--- src/rtl/register_file.sv ---
// register_file: 32 x XLEN integer register file with write-to-read bypass
// and a pending-load scoreboard that raises stall for unresolved sources.
// Each architectural register x1..x31 is one register_file_entry instance;
// x0 is hard-wired to zero and can never be marked pending.

module register_file_entry #(
    parameter int unsigned      XLEN        = 32,
    parameter logic [XLEN-1:0]  RESET_VALUE = '0,
    parameter int unsigned      IDX         = 1
) (
    input  logic            clk,
    input  logic            reset_n,
    input  logic            i_alu_write_req,
    input  logic [4:0]      i_alu_write_addr,
    input  logic [XLEN-1:0] i_alu_write_data,
    input  logic            i_write_req,
    input  logic [4:0]      i_write_addr,
    input  logic [XLEN-1:0] i_write_data,
    input  logic            i_load_issue,
    input  logic [4:0]      i_load_rd,
    output logic [XLEN-1:0] o_value,
    output logic            o_pending
);
    localparam logic [4:0] ADDR = 5'(IDX);

    logic            w_alu_hit;
    logic            w_mem_hit;
    logic            w_load_hit;
    logic [XLEN-1:0] r_value;
    logic            r_pending;

    assign w_alu_hit  = i_alu_write_req && (i_alu_write_addr == ADDR);
    assign w_mem_hit  = i_write_req     && (i_write_addr     == ADDR);
    assign w_load_hit = i_load_issue    && (i_load_rd        == ADDR);

    // Register value: ALU result beats load data, it belongs to the younger instruction
    always_ff @(posedge clk or negedge reset_n) begin
        if (!reset_n)
            r_value <= RESET_VALUE;
        else if (w_alu_hit)
            r_value <= i_alu_write_data;
        else if (w_mem_hit)
            r_value <= i_write_data;
    end

    // Pending flag: a new load wins over a same-cycle writeback; ALU writes never clear it
    always_ff @(posedge clk or negedge reset_n) begin
        if (!reset_n)
            r_pending <= 1'b0;
        else if (w_load_hit)
            r_pending <= 1'b1;
        else if (w_mem_hit)
            r_pending <= 1'b0;
    end

    assign o_value   = r_value;
    assign o_pending = r_pending;
endmodule

module register_file #(
    parameter int unsigned      XLEN        = 32,
    parameter logic [XLEN-1:0]  RESET_VALUE = '0
) (
    input  logic            clk,
    input  logic            reset_n,
    input  logic            read_enable,
    input  logic [4:0]      rs1_addr,
    input  logic [4:0]      rs2_addr,
    output logic [XLEN-1:0] src1_value,
    output logic [XLEN-1:0] src2_value,
    output logic            stall,
    input  logic            load_issue,
    input  logic [4:0]      load_rd,
    input  logic            alu_write_req,
    input  logic [4:0]      alu_write_addr,
    input  logic [XLEN-1:0] alu_write_data,
    input  logic            write_req,
    input  logic [4:0]      write_addr,
    input  logic [XLEN-1:0] write_data
);
    localparam int unsigned NUM_REGS = 32;

    logic [NUM_REGS-1:0][XLEN-1:0] w_regs;
    logic [NUM_REGS-1:0]           w_pending;
    logic [XLEN-1:0]               w_op1;
    logic [XLEN-1:0]               w_op2;
    logic                          w_clr1;
    logic                          w_clr2;
    logic                          w_wait1;
    logic                          w_wait2;
    logic [XLEN-1:0]               r_src1;
    logic [XLEN-1:0]               r_src2;

    // x0 is constant zero and never pending
    assign w_regs[0]    = '0;
    assign w_pending[0] = 1'b0;

    for (genvar g = 1; g < NUM_REGS; g++) begin : g_entry
        register_file_entry #(
            .XLEN        (XLEN),
            .RESET_VALUE (RESET_VALUE),
            .IDX         (g)
        ) u_entry (
            .clk              (clk),
            .reset_n          (reset_n),
            .i_alu_write_req  (alu_write_req),
            .i_alu_write_addr (alu_write_addr),
            .i_alu_write_data (alu_write_data),
            .i_write_req      (write_req),
            .i_write_addr     (write_addr),
            .i_write_data     (write_data),
            .i_load_issue     (load_issue),
            .i_load_rd        (load_rd),
            .o_value          (w_regs[g]),
            .o_pending        (w_pending[g])
        );
    end

    // Operand with same-cycle bypass: ALU writeback first, then load data, then storage
    function automatic logic [XLEN-1:0] operand(
        input logic [4:0]                    a,
        input logic [NUM_REGS-1:0][XLEN-1:0] regs,
        input logic                          alu_req,
        input logic [4:0]                    alu_addr,
        input logic [XLEN-1:0]               alu_data,
        input logic                          mem_req,
        input logic [4:0]                    mem_addr,
        input logic [XLEN-1:0]               mem_data
    );
        if (a == 5'd0)
            return '0;
        else if (alu_req && (alu_addr == a))
            return alu_data;
        else if (mem_req && (mem_addr == a))
            return mem_data;
        else
            return regs[a];
    endfunction

    // Bypassed operand selection for both source ports
    always_comb begin
        w_op1 = operand(rs1_addr, w_regs, alu_write_req, alu_write_addr, alu_write_data,
                        write_req, write_addr, write_data);
        w_op2 = operand(rs2_addr, w_regs, alu_write_req, alu_write_addr, alu_write_data,
                        write_req, write_addr, write_data);
    end

    // A source waiting on a load stops stalling in the cycle its data arrives (it is bypassed)
    always_comb begin
        w_clr1  = write_req && (write_addr == rs1_addr);
        w_clr2  = write_req && (write_addr == rs2_addr);
        w_wait1 = w_pending[rs1_addr] && !w_clr1;
        w_wait2 = w_pending[rs2_addr] && !w_clr2;
        stall   = read_enable && (w_wait1 || w_wait2);
    end

    // Operand registers: capture only on an unstalled read, otherwise hold
    always_ff @(posedge clk or negedge reset_n) begin
        if (!reset_n) begin
            r_src1 <= '0;
            r_src2 <= '0;
        end else if (read_enable && !stall) begin
            r_src1 <= w_op1;
            r_src2 <= w_op2;
        end
    end

    assign src1_value = r_src1;
    assign src2_value = r_src2;
endmodule

--- config.mk ---
export PLATFORM = sky130hd
export DESIGN_NAME = register_file
export DESIGN_NICKNAME = d
export VERILOG_FILES = /design/src/rtl/register_file.sv
export SDC_FILE = /design/constraint.sdc
export NUM_CORES = 2
export LEC_CHECK = 0
export CAP_MARGIN = 40
export CORE_AREA = 8 8 297 442
export CTS_CLUSTER_SIZE = 14
export DETAILED_ROUTE_END_ITERATION = 6
export DIE_AREA = 0 0 305 450
export PLACE_DENSITY_LB_ADDON = 0.15
export SKIP_CTS_REPAIR_TIMING = 1
export SLEW_MARGIN = 30
export SYNTH_ARGS = -nofsm -noshare
export SYNTH_HDL_FRONTEND = slang
export SYNTH_SLANG_ARGS = --single-unit
--- constraint.sdc ---
create_clock -name clk -period 4.4 [get_ports clk]
set_input_delay 0.88 -clock clk [delete_from_list [all_inputs] [get_ports clk]]
set_output_delay 0.88 -clock clk [all_outputs]
set_load 0.02 [all_outputs]
Yosys cells after proc, flatten, opt, wreduce, memory -nomap -nowiden. Cells that the tools add are included.

Flip-flop bits (word level): 1087. Input port bits: 95. Output and inout port bits: 65. Logic and storage cells: 470.

Order comparisons: 2. Equality and inequality tests: 97. Multiplexer cells: 138. Reductions and logical operators: 169.

Operator list (count): $mux W32 (70); $bmux W32 S5 (2); $eq A5 B5 Y1 const B (48); $reduce_bool A2 Y1 (62); $eq A5 B4 Y1 const B (24); $logic_and A1 B1 Y1 (101); $mux W1 (64); $eq A5 B3 Y1 const B (12); $eq A5 B2 Y1 const B (6); $eq A5 B5 Y1 (4); $eq A5 B1 Y1 const B (3); $lt A5 B6 Y1 const B (2); $bmux W1 S5 (2); $logic_not A5 Y1 (2); $logic_not A1 Y1 (3); $logic_or A1 B1 Y1 (1).

Longest topological paths before layout.
Depth after elaboration: 8. Depth in mapped cells: 12. Gate-level depth less buffers: 7.

Modules after synthesis. A second synthesis with hierarchy kept.

Cell total of the unflattened synthesis: 7907. Area total of the unflattened synthesis: 75190.9 um2.

By module, submodules not included: register_file (times used 1, cells each 1767, area an instance 19693.9 um2, sequential area each 1601.5 um2); register_file_entry at g_entry[21].u_entry ... (times used 4, cells each 200, area an instance 1844.3 um2, sequential area each 825.8 um2); register_file_entry at g_entry[10].u_entry ... (times used 4, cells each 198, area an instance 1790.5 um2, sequential area each 825.8 um2); register_file_entry at g_entry[13].u_entry ... (times used 2, cells each 199, area an instance 1845.5 um2, sequential area each 825.8 um2); register_file_entry at g_entry[4].u_entry ... (times used 2, cells each 198, area an instance 1841.8 um2, sequential area each 825.8 um2); register_file_entry at g_entry[23].u_entry ... (times used 2, cells each 200, area an instance 1794.2 um2, sequential area each 825.8 um2); register_file_entry at g_entry[29].u_entry ... (times used 2, cells each 199, area an instance 1786.7 um2, sequential area each 825.8 um2); register_file_entry at g_entry[20].u_entry ... (times used 2, cells each 199, area an instance 1773.0 um2, sequential area each 825.8 um2); register_file_entry at g_entry[11].u_entry ... (times used 2, cells each 197, area an instance 1757.9 um2, sequential area each 825.8 um2); register_file_entry at g_entry[1].u_entry ... (times used 2, cells each 197, area an instance 1740.4 um2, sequential area each 825.8 um2); register_file_entry at g_entry[17].u_entry ... (times used 2, cells each 196, area an instance 1729.2 um2, sequential area each 825.8 um2); register_file_entry at g_entry[16].u_entry (times used 1, cells each 200, area an instance 1911.8 um2, sequential area each 825.8 um2); register_file_entry at g_entry[28].u_entry (times used 1, cells each 196, area an instance 1910.6 um2, sequential area each 825.8 um2); register_file_entry at g_entry[15].u_entry (times used 1, cells each 196, area an instance 1734.2 um2, sequential area each 825.8 um2); 4 more rows.

Worst setup path before layout. No wires, ideal clock.

Path type: input -> output. Start: input port rs2_addr[0]. End: output port stall. Data arrival time: 2.366 ns. Data required time: 3.520 ns. Slack: 1.154 ns. Stages on the path: 8. Buffers on the path: 2. Cells stage by stage: buf_6 buf_6 mux4_2 nand2_1 nand3_1 a21oi_1 o21ai_0 and2_1.

Word-level cells in the longest chain between the ends: 6. Elaborated cells between the ends (all ways): 8. Those cells by class: eq/ne (1); mux (2); reduce/logical (5).

RTL lines: start, declared (RTL line 68) `input logic [4:0] rs2_addr,`; parallel branches: the longest is 3 deep, another holds $bmux W1 S5; $logic_and A1 B1 Y1 * (RTL line 153) `w_wait2 = w_pending[rs2_addr] && !w_clr2;`; $logic_or A1 B1 Y1 * (RTL line 154) `stall = read_enable && (w_wait1 || w_wait2);`; $logic_and A1 B1 Y1 * (RTL line 154); end, declared (RTL line 71) `output logic stall,`.

Every way passes the cells marked *. The select of a mux whose other input is x is not followed.

Worst setup path after layout.
Start: input port write_addr[4]. End: output port stall.

Word-level cells in the longest chain between the ends: 6. Elaborated cells between the ends (all ways): 10. Those cells by class: eq/ne (2); reduce/logical (8).

RTL lines: start, declared (RTL line 78) `input logic [4:0] write_addr,`; $eq A5 B5 Y1 (on tied branches) (RTL line 150, 151); $logic_and A1 B1 Y1 (on tied branches) (RTL line 150, 151); $logic_not A1 Y1 (on tied branches) (RTL line 152, 153); $logic_and A1 B1 Y1 (on tied branches) (RTL line 152, 153); $logic_or A1 B1 Y1 * (RTL line 154); $logic_and A1 B1 Y1 * (RTL line 154).

Every way passes the cells marked *; elsewhere a longest branch is shown, timed or not.

==> impl_metrics.json <==
{
  "status": "complete, but fails checks",
  "violations": "design-rule violations",
  "crit_slowest_cell": "clkdlybuf4s50_1",
  "path_class": "primary input to output port",
  "drt_iter0_markers": 8631,
  "pre_cts_ws_ps": 133,
  "drt-vias-per-instance": 7.23,
  "num_rows": 159,
  "multi_input_area_um2": 37700,
  "slowest_delay_ps": 560,
  "crit_path_end_kind": "output port",
  "regArea_um2": 27200,
  "core_area_um2": 125000,
  "synth_cell_type_count": 63,
  "cts_tree": "done",
  "globalRouteOverflowTotal": 0,
  "crit_fanout": 8,
  "syn_nets": 6731,
  "yosysSeqAreaShare": 0.400,
  "worst_hold_path_type": "primary input to async pin",
  "dieArea_um2": 137000,
  "power.density_nw_per_um2": 464,
  "required_ps": 3520,
  "syn_inst": 6636,
  "drive_above_1_share": 0.178,
  "synth_area_leaders": "dfrtp_1 40%, mux2i_1 19%, mux4_2 11%",
  "power.total_uw": 35600,
  "relSlewSlack": 0.308,
  "critical_path.most_common_cell": "clkdlybuf4s50_1",
  "grt_usage": 0.423,
  "max-vdd-ir-drop_mv": 0.372,
  "synthArstFlopShare": 1.00,
  "wl_mm": 298,
  "remaining_drc_errors": 18,
  "num_vias": 59400,
  "synth_top_area_share": 0.400,
  "fillers": 10100,
  "detail-route-antenna-nets": 0,
  "synth_area_um2": 68000,
  "crit_start": "write_addr[4]",
  "hold_ws_ps": 96.3,
  "crit_chain": "clkdlybuf4s50_1, xor2_1, nor4_1, nand3_2, o311ai_2, o21ai_0, and2_1, clkdlybuf4s50_1",
  "cts-htree-levels": 3,
  "setup_viol": 0,
  "hold_violations": 0,
  "clk_path_buf_depth": 3,
  "r2r-end": "src2_value[1]$_DFFE_PN0P_",
  "grt_antenna_before_repair": 15,
  "grt_pass1_vias": 57500,
  "finalCritPeriodShare": 0.973,
  "fmax_ghz": 0.234,
  "tns_ps": 0,
  "syn2layout_area_growth_pct": 12.9,
  "wl_per_cell_um": 36.3,
  "yosysTopAreaCell": "dfrtp_1",
  "final_area_um2": 76800,
  "numCtsBuffers": 111,
  "r2r_setup_slack_ps": 1710,
  "cts.clk_slew.worst_paths_ps": 60,
  "first_pass_iters": 7,
  "worstPathArrival_ps": 3400,
  "tightest_slew_ps": 1040,
  "fin_ws_ps": 120,
  "slew_viol_final": 0,
  "ys_warn_count": 0,
  "timing.rr.start": "g_entry[6].u_entry.o_pending$_DFFE_PN0P_",
  "clock_latency_ps": 800,
  "finClkSkew_ps": 41.6,
  "ys.flop_type": "dfrtp_1",
  "setup.worst_path.start_class": "primary input",
  "timing.max_cap.violations": 0,
  "grt_pass1_wl_mm": 422,
  "syn_area_per_cell_um2": 10.2,
  "dpl.hpwl_mm": 180,
  "synthTopCellsByCount": "1265 x mux2i_1, 1087 x dfrtp_1, 880 x nor2_1, 823 x a21oi_1, 458 x clkbuf_1",
  "layout_min_cycle_time_ps": 4280,
  "clock-root-buffer": "clkbuf_16",
  "die_y_um": 450,
  "cp_top_family": "buffers and inverters",
  "place_area_um2": 72700,
  "clock-sinks": 1087,
  "yosys.cell_count.top_type": "mux2i_1",
  "critical_path_buf_inv_count": 2,
  "synth_edf_count": 0,
  "io_pins": 160,
  "rr_worst_depth": 7,
  "gp_congestion": 0.978,
  "start_util": 0.545,
  "grt_max_degree": 106,
  "fin_nets": 6588,
  "numPortBuffers": 159,
  "die_w_um": 305,
  "ys_seq_elements": 1087,
  "p_leak_uw": 0.0346,
  "rsz0062_at_grt": "no"
}
## how the worst max path moves through the flow
stage / endpoint / slack, ps / depth (start not counted)
6_report: stall / 120 / 8
5_1_grt: stall / 10 / 8
4_1_cts: stall / 130 / 8
3_5_place_dp: stall / 130 / 8
3_3_place_gp: stall / 50 / 8
2_1_floorplan: stall / 1150 / 8
## placed cells by master, fill, tap and decap left out, types with 22 or more instances in the layout
cell / netlist / final
mux2i_1: 1265 / 1265
dfrtp_1: 1087 / 1087
nor2_1: 880 / 857
a21oi_1: 823 / 823
nand2_1: 378 / 343
mux4_2: 340 / 340
o21ai_0: 321 / 321
buf_4: 40 / 272
clkdlybuf4s50_1: 0 / 145
mux2_2: 122 / 122
clkbuf_16: 0 / 113
a221oi_1: 106 / 106
buf_12: 8 / 93
o22ai_1: 60 / 60
a22oi_1: 59 / 59
o31ai_1: 47 / 47
o211ai_1: 40 / 40
o221ai_1: 36 / 36
nand2_4: 0 / 33
clkinv_2: 0 / 30
a2111oi_0: 28 / 28
nor3_1: 28 / 27
clkbuf_8: 0 / 22
## final cells by class
type                       count  area share
antenna                       16    0.000522
clock buffer                 150      0.0415
clock inverter                59      0.0105
inverter                      16    0.000782
multi-input combinational   4733       0.491
sequential                  1087       0.354
tap                         1610      0.0262
timing repair buffer         544      0.0755
## layer usage
layer | up-vias | global-route usage | share of wire
met5 | - | 0.00106 | 0.00042
met4 | 4 | 0.387 | 0.12
met3 | 1798 | 0.118 | 0.13
met2 | 4895 | 0.619 | 0.42
met1 | 28700 | 0.503 | 0.33
li1 | 24000 | - | -
## flip-flops by register name (all words and copies together), names as in the netlist
name,flops
src2_value,32
src1_value,32
g_entry.u_entry.o_value,992
g_entry.u_entry.o_pending,31
## kinds of logic after synthesis
| family | count (synthesis) | synth area share |
|---|---|---|
| XOR/XNOR | 20 | 0.00258 |
| AND/OR/NAND/NOR | 1378 | 0.0803 |
| buffers and inverters | 816 | 0.0545 |
| flip-flops | 1087 | 0.400 |
| multiplexers | 1736 | 0.322 |
| AO/OA/AOI/OAI | 1599 | 0.140 |
## through the flow
stage                     cells   util
after floorplan            6636      -
after global placement     7967  0.580
after detailed placement   7985  0.582
after CTS                  8194  0.614
after global routing       8200  0.615
final                      8215  0.615
## report_power, final
part           switching, uW  internal, uW  total [uW]
Combinational           4710          5040        9750
Clock                   4500          6080       10600
Sequential              2450         12800       15300
Total                  11700         23900       35600
No activity file was read; power rests on OpenSTA's default activity.
